===== src/rtl/fetch_unit.sv =====
// LC-3b instruction fetch stage: owns the PC, reads memory, hands (word, pc) to decode.
// Define FETCH_PREFETCH_EN to replace the single holding register with a 2-entry prefetch FIFO.
module fetch_unit #(
  parameter logic [15:0] RESET_PC = 16'h0000
) (
  input  logic        clk,
  input  logic        rst_n,
  output logic [15:0] mem_address,
  output logic        mem_read,
  input  logic [15:0] mem_rdata,
  input  logic        mem_resp,
  output logic        ir_valid,
  input  logic        ir_ready,
  output logic [15:0] ir_word,
  output logic [15:0] ir_pc,
  input  logic        redirect,
  input  logic [15:0] redirect_pc
);

  typedef enum logic [1:0] {IDLE, FETCH, DRAIN, HOLD} state_e;

  state_e      state_q;
  logic [15:0] pc_q;
  logic [15:0] redir_pc_d;

  assign redir_pc_d  = {redirect_pc[15:1], 1'b0};
  assign mem_address = pc_q;
  assign mem_read    = (state_q == FETCH) || (state_q == DRAIN);

`ifdef FETCH_PREFETCH_EN
  logic [1:0][15:0] fw_q, fp_q;
  logic             rd_q, wr_q;
  logic [1:0]       cnt_q;
  logic             push_d, pop_d;

  assign ir_valid = (cnt_q != 2'd0);
  assign ir_word  = fw_q[rd_q];
  assign ir_pc    = fp_q[rd_q];
  assign pop_d    = ir_valid && ir_ready && !redirect;
  assign push_d   = (state_q == FETCH) && mem_resp && !redirect;

  always_ff @(posedge clk) begin
    if (!rst_n) begin
      state_q <= IDLE;
      pc_q    <= RESET_PC;
      fw_q    <= '0;
      fp_q    <= '0;
      rd_q    <= 1'b0;
      wr_q    <= 1'b0;
      cnt_q   <= 2'd0;
    end else begin
      // A redirect empties the FIFO on the same edge; a redirected decode handshake does not count.
      if (redirect) begin
        rd_q  <= 1'b0;
        wr_q  <= 1'b0;
        cnt_q <= 2'd0;
      end else begin
        if (push_d) begin
          fw_q[wr_q] <= mem_rdata;
          fp_q[wr_q] <= pc_q;
          wr_q       <= ~wr_q;
        end
        if (pop_d) rd_q <= ~rd_q;
        cnt_q <= cnt_q + {1'b0, push_d} - {1'b0, pop_d};
      end
      case (state_q)
        IDLE: state_q <= FETCH;
        FETCH: begin
          if (redirect) begin
            pc_q    <= redir_pc_d;
            state_q <= mem_resp ? FETCH : DRAIN;
          end else if (mem_resp) begin
            pc_q <= pc_q + 16'd2;
            if (cnt_q == 2'd1 && !pop_d) state_q <= HOLD;
          end
        end
        DRAIN: begin
          if (redirect) pc_q <= redir_pc_d;
          if (mem_resp) state_q <= FETCH;
        end
        HOLD: begin
          if (redirect) begin
            pc_q    <= redir_pc_d;
            state_q <= FETCH;
          end else if (pop_d) begin
            state_q <= FETCH;
          end
        end
        default: state_q <= IDLE;
      endcase
    end
  end
`else
  logic [15:0] word_q, ipc_q;

  assign ir_valid = (state_q == HOLD);
  assign ir_word  = word_q;
  assign ir_pc    = ipc_q;

  always_ff @(posedge clk) begin
    if (!rst_n) begin
      state_q <= IDLE;
      pc_q    <= RESET_PC;
      word_q  <= 16'h0000;
      ipc_q   <= 16'h0000;
    end else begin
      case (state_q)
        IDLE: state_q <= FETCH;
        FETCH: begin
          // Data returning together with a redirect is stale; reissue at the new PC next cycle.
          if (redirect) begin
            pc_q    <= redir_pc_d;
            state_q <= mem_resp ? FETCH : DRAIN;
          end else if (mem_resp) begin
            word_q  <= mem_rdata;
            ipc_q   <= pc_q;
            pc_q    <= pc_q + 16'd2;
            state_q <= HOLD;
          end
        end
        DRAIN: begin
          // Memory cannot abort, so wait out the stale read; later redirects overwrite the PC.
          if (redirect) pc_q <= redir_pc_d;
          if (mem_resp) state_q <= FETCH;
        end
        HOLD: begin
          if (redirect) begin
            pc_q    <= redir_pc_d;
            state_q <= FETCH;
          end else if (ir_ready) begin
            state_q <= FETCH;
          end
        end
        default: state_q <= IDLE;
      endcase
    end
  end
`endif

endmodule


===== config.mk =====
export PLATFORM = sky130hd
export DESIGN_NAME = fetch_unit
export DESIGN_NICKNAME = d
export VERILOG_FILES = /design/src/rtl/fetch_unit.sv
export SDC_FILE = /design/constraint.sdc
export NUM_CORES = 1
export LEC_CHECK = 0
export ABC_AREA = 0
export CORE_MARGIN = 1
export CORE_UTILIZATION = 41
export DETAILED_ROUTE_END_ITERATION = 8
export PLACE_DENSITY = 0.83
export SYNTH_ARGS = -nofsm -noshare
export SYNTH_HDL_FRONTEND = slang
export SYNTH_SLANG_ARGS = --single-unit

===== constraint.sdc =====
create_clock -name clk -period 2.21 [get_ports clk]
set_clock_uncertainty 0.05 [all_clocks]
set_input_delay 0.3315 -clock clk [delete_from_list [all_inputs] [get_ports clk]]
set_output_delay 0.3315 -clock clk [all_outputs]
set_load 0.05 [all_outputs]

# Word level (Yosys, flattened, before mapping)
# Cells that the tools add are included.
[totals]
latch_bits = 0
romBits = 0
ram_bits = 0
ff_bits = 50
mem_count = 0
input_bits = 37
[classes]
n_addsub = 1
muxes = 11
shifts = 0
multipliers = 0
div_mod_pow = 0
magnitude_cmp = 0
eq_ne = 7
bitwise_logic = 1
n_reduce_logical = 7
[op_table]
columns = ["cell", "count"]
rows = [
  ["16-bit 2-to-1 mux", 3],
  ["16-bit case mux with 2 select lines", 1],
  ["16-bit by 2-bit adder with 16-bit output, second input constant", 1],
  ["2-bit 2-to-1 mux", 6],
  ["3-bit AND reduction", 3],
  ["2-bit case mux with 4 select lines", 1],
  ["2-bit equality test, second input constant", 2],
  ["3-bit by 1-bit != test with 1-bit output, second input constant", 1],
  ["3-bit != test, second input constant", 1],
  ["2-bit by 1-bit equality test with 1-bit output, second input constant", 1],
  ["2-bit zero test", 1],
  ["2-bit by 1-bit != test with 1-bit output, second input constant", 1],
  ["2-bit != test, second input constant", 1],
  ["2-bit nonzero test", 1],
  ["2-bit OR reduction", 1],
  ["1-bit logical OR", 1],
  ["1-bit inverter", 1],
]

# Logic depth before layout (Yosys ltp)
[depth]
ltp_word = 4
depth_mapped = 8

# Worst setup path before layout
# OpenSTA, ideal clock, no wires.
[synth_path]
path_kind = "flip-flop to flip-flop"
from = "register pc_q[1] (netlist: mem_address[1])"
to = "register pc_q[11] (netlist: mem_address[11])"
stages_incl_launch_ff = 6
arrival_time_ns = 1.842
required_ns = 2.034
setup_ns = 0.126
slack_ns = 0.192
period_less_slack_ns = 2.018
path_cell_list = "dfxtp_1 ha_1 nand4_1 o311ai_0 nor4b_1 o22ai_1"
[synth_via]
elab_chain_cells = 4
[synth_lines]
columns = ["item", "line_no", "source"]
rows = [
  ["start: declaration", "23", "logic [15:0] pc_q;"],
  ["start signal: assignment", "112", "pc_q <= redir_pc_d;"],
  ["start signal: assignment", "117", "pc_q <= pc_q + 16'd2;"],
  ["start signal: assignment", "123", "if (redirect) pc_q <= redir_pc_d;"],
  ["16-bit by 2-bit adder with 16-bit output", "117", ""],
  ["16-bit 2-to-1 mux", "114", "end else if (mem_resp) begin"],
  ["16-bit 2-to-1 mux", "111", "if (redirect) begin"],
  ["16-bit case mux with 2 select lines", "107", "case (state_q)"],
]
# Every way passes these cells. The select of a mux whose other input is x is not followed.
# A chain may end at the register's enable or synchronous reset.

# Final worst setup path
[layout_path]
from = "register pc_q[9] (netlist: mem_address[9])"
to = "output mem_address[9]"
[layout_lines]
columns = ["item", "line_no", "source"]
rows = [
  ["end: declaration", "8", "output logic [15:0] mem_address,"],
]
# No word-level cell between the ends.

==> metrics.csv <==
stage,metric,value,unit
hold_path,hp-class,reg -> reg,
critical_path,endpoint,mem_address[9],
cells_and_area,fillers,442,
placement,gp_congestion,0.788,
global_routing,grtUsageTotal,0.226,
logic_synthesis,synth-xor-area-share,0,
critical_path,r2r_cells,6,
critical_path,crit_required,1.83,ns
global_routing,first_global_vias,2229,
cells_and_area,syn_to_final_growth,44.9,%
logic_synthesis,synth-compound-area-share,0.199,
die,fp.dieH,76.0,µm
clock_tree,clock_path_buffers,2,
drt,wl,6.17,mm
logic_synthesis,synthTopCellsByArea,"dfxtp_1, nand2_1, a21oi_1",
placement,dp_cells,437,
critical_path,max_stage_delay,0.87,ns
die,start_util,0.433,
logic_synthesis,synth-simple-area-share,0.267,
logic_synthesis,yosysTopAreaCell,dfxtp_1,
logic_synthesis,seq_area_frac_synth,0.429,
logic_synthesis,ys_async_sr_fraction,0,
timing,hold_viol,0,
die,ios,87,
critical_path,timing.rr.end,mem_address[1],
drt,wl_per_cell,13.9,µm
drt,drtIter0Drc,158,
timing,max_slew_margin,0.584,
logic_synthesis,synthAdderAreaFrac,0.0223,
placement,post-place-ws,0.0846,ns
timing,rsz0062_at_grt,no,
logic_synthesis,syn_inst,293,
critical_path,cp.arrival,1.68,ns
clock_tree,numClockSinks,48,
timing,finalCritPeriodShare,0.933,
timing,fmax,0.485,GHz
critical_path,crit_start,mem_address[9],
critical_path,cp-start-kind,flop,
logic_synthesis,yosysTopAreaCellShare,0.429,
clock_tree,clk_pin_slew_worst_paths,0.09,ns
clock_tree,hold_buffers,0,
logic_synthesis,dominantRegCellSynth,dfxtp_1,
logic_synthesis,syn_area,2240,µm²
power_and_ir_drop,p_per_area,634,nW/µm²
global_routing,grt_max_degree,32,
timing,tns,0,ns
die,die_area,5770,µm²
power_and_ir_drop,p_comb_frac,0.258,
global_routing,grt_pass1_wl,10.6,mm
critical_path,r2r_start,state_q[1],
power_and_ir_drop,pwr-share-clk,0.275,
drt,vias,2318,
power_and_ir_drop,p_leak,1.10,nW
global_routing,grt_antenna_before_repair,0,
critical_path,r2r_setup_slack,0.22,ns
clock_tree,clock_latency,0.30,ns
clock_tree,root_buffer,clkbuf_8,
critical_path,critPathMaxFanout,9,
power_and_ir_drop,switching_share,0.334,
critical_path,path_buf_inv,1,
logic_synthesis,synth_cell_types,46,
die,dieWidth,76.0,µm
status,status,"finished, final reports clean",
logic_synthesis,synthMuxAreaShare,0.0134,
timing,min_period,2.06,ns
logic_synthesis,synth_top_family_by_area,simple AND/OR/NAND/NOR gates,
logic_synthesis,synth_edf_count,0,
drt,drc_errors,0,
power_and_ir_drop,vdd_ir_drop_max,0.000347,V
placement,port_buffers,83,
clock_tree,cts.repair.resized,0,
cells_and_area,fin_nets,415,
clock_tree,post_cts_buffers,0,
timing,setup_viol,0,
critical_path,worstSetupPathType,reg -> out,
clock_tree,cts_buffers,5,
cells_and_area,mostFrequentLayoutCells,"clkdlybuf4s50_1, nand2_1, dfxtp_1, a21oi_1, buf_4",
die,rows,26,
clock_tree,htreeDepth,2,
cells_and_area,antennaDiodeCount,0,
timing,tightest_slew,0.625,ns
drt,firstDrtPassIters,4,
power_and_ir_drop,p_sw,0.690,mW
global_routing,grt.overflow.total,0,
cells_and_area,drive_above_1_share,0.0773,
power_and_ir_drop,p_seq_frac,0.467,
logic_synthesis,yosys_warnings,0,
logic_synthesis,avgSynthCellArea,7.65,µm²
critical_path,cp.depth,1,
critical_path,path_cells,clkdlybuf4s50_1,
placement,hpwl,4.34,mm
drt,vias_per_cell,5.21,
logic_synthesis,synth_seq_cells,48,
cells_and_area,mostFrequentLayoutCell,clkdlybuf4s50_1,
power_and_ir_drop,p_int,1.37,mW
critical_path,crit_path_end_kind,output port,
drt,antenna_left,0,
cells_and_area,fin_cells,445,
run,maxCapViolations,0,
critical_path,crit_slowest_cell,clkdlybuf4s50_1,
critical_path,critical_path.top_delay_family,buffers and inverters,
die,core,5170,µm²
timing,slew_violations,0,
clock_tree,cts_tree,done,
timing,layout_setup_ws,0.147,ns
synthesized netlist by cell type, drive strengths merged (2+ instances only):
| library cell | count |
|---|---|
| ha | 4 |
| nand4 | 6 |
| nor4 | 5 |
| a32oi | 2 |
| or2 | 2 |
| nor2 | 11 |
| o22ai | 2 |
| inv | 8 |
| buf | 7 |
| or3 | 5 |
| nor3 | 7 |
| o32ai | 2 |
| dfxtp | 48 |
| o21ai | 6 |
| o21a | 2 |
| nand3 | 8 |
| o221ai | 2 |
| nor4b | 2 |
| a21oi | 41 |
| nand2 | 79 |
| mux2i | 3 |
| clkbuf | 16 |
| a31oi | 4 |
| nor3b | 2 |
| a211oi | 2 |
| o211ai | 2 |
| and2 | 3 |
registers in the layout, summed over array words and instances (netlist names):
name and count:
mem_address 15, ir_word 16, ir_pc 15, state_q 2
cells by family after synthesis:
group                      Yosys count
adders and majority gates            4
and+or+nand+nor                    132
AOI/OAI and AO/OA                   73
DFF                                 48
buffers and inverters               32
other                                1
muxes                                3
power groups by stage:
stage	combinational, mW	clock (mW)	sequential, mW
6_report	0.533	0.567	0.962
5_1_grt	0.567	0.614	0.971
4_1_cts	0.533	0.575	0.962
3_5_place_dp	0.531	0	0.981
3_3_place_gp	0.523	0	0.979
2_1_floorplan	0.203	0	1.11
through the flow:
step                power, mW  area (µm²)  hold slack [ns]   util
global route             2.15        3250            0.426  0.628
floorplan                1.31        2250            0.418      -
finish                   2.06        3250            0.406  0.628
detailed placement       1.51        3150            0.396  0.610
global placement         1.50        3150            0.390  0.610
CTS                      2.07        3250            0.409  0.628
layout make-up:
class / count / area, µm² / area share
Inverter: 9 / 33.8 / 0.0104
Timing Repair Buffer: 96 / 936 / 0.288
Clock inverter: 2 / 13.8 / 0.00424
Multi-Input combinational cell: 214 / 1130 / 0.349
Tap cell: 70 / 87.6 / 0.0270
Clock buffer: 6 / 82.6 / 0.0254
Sequential cell: 48 / 961 / 0.296
routing by layer:
layer  GRT usage  routed length [µm]  up-vias
met5           0                   0        -
met4      0.0692                  68        0
met3      0.0434                 251        7
met2       0.385                3090       80
met1       0.287                2750     1058
li1            -                   -     1173
how the worst min path moves through the flow:
stage / from / to / slack, ns / cells after the start
after global placement: ir_pc[7] / ir_pc[7] / 0.39 / 2
after detailed placement: ir_word[10] / ir_word[10] / 0.40 / 2
after CTS: ir_pc[1] / ir_pc[1] / 0.41 / 2
after global routing: ir_pc[5] / ir_pc[5] / 0.43 / 2
after floorplan: mem_rdata[0] / ir_word[0] / 0.42 / 2
final: ir_pc[7] / ir_pc[7] / 0.41 / 2
(Power assumes the default switching activity.)
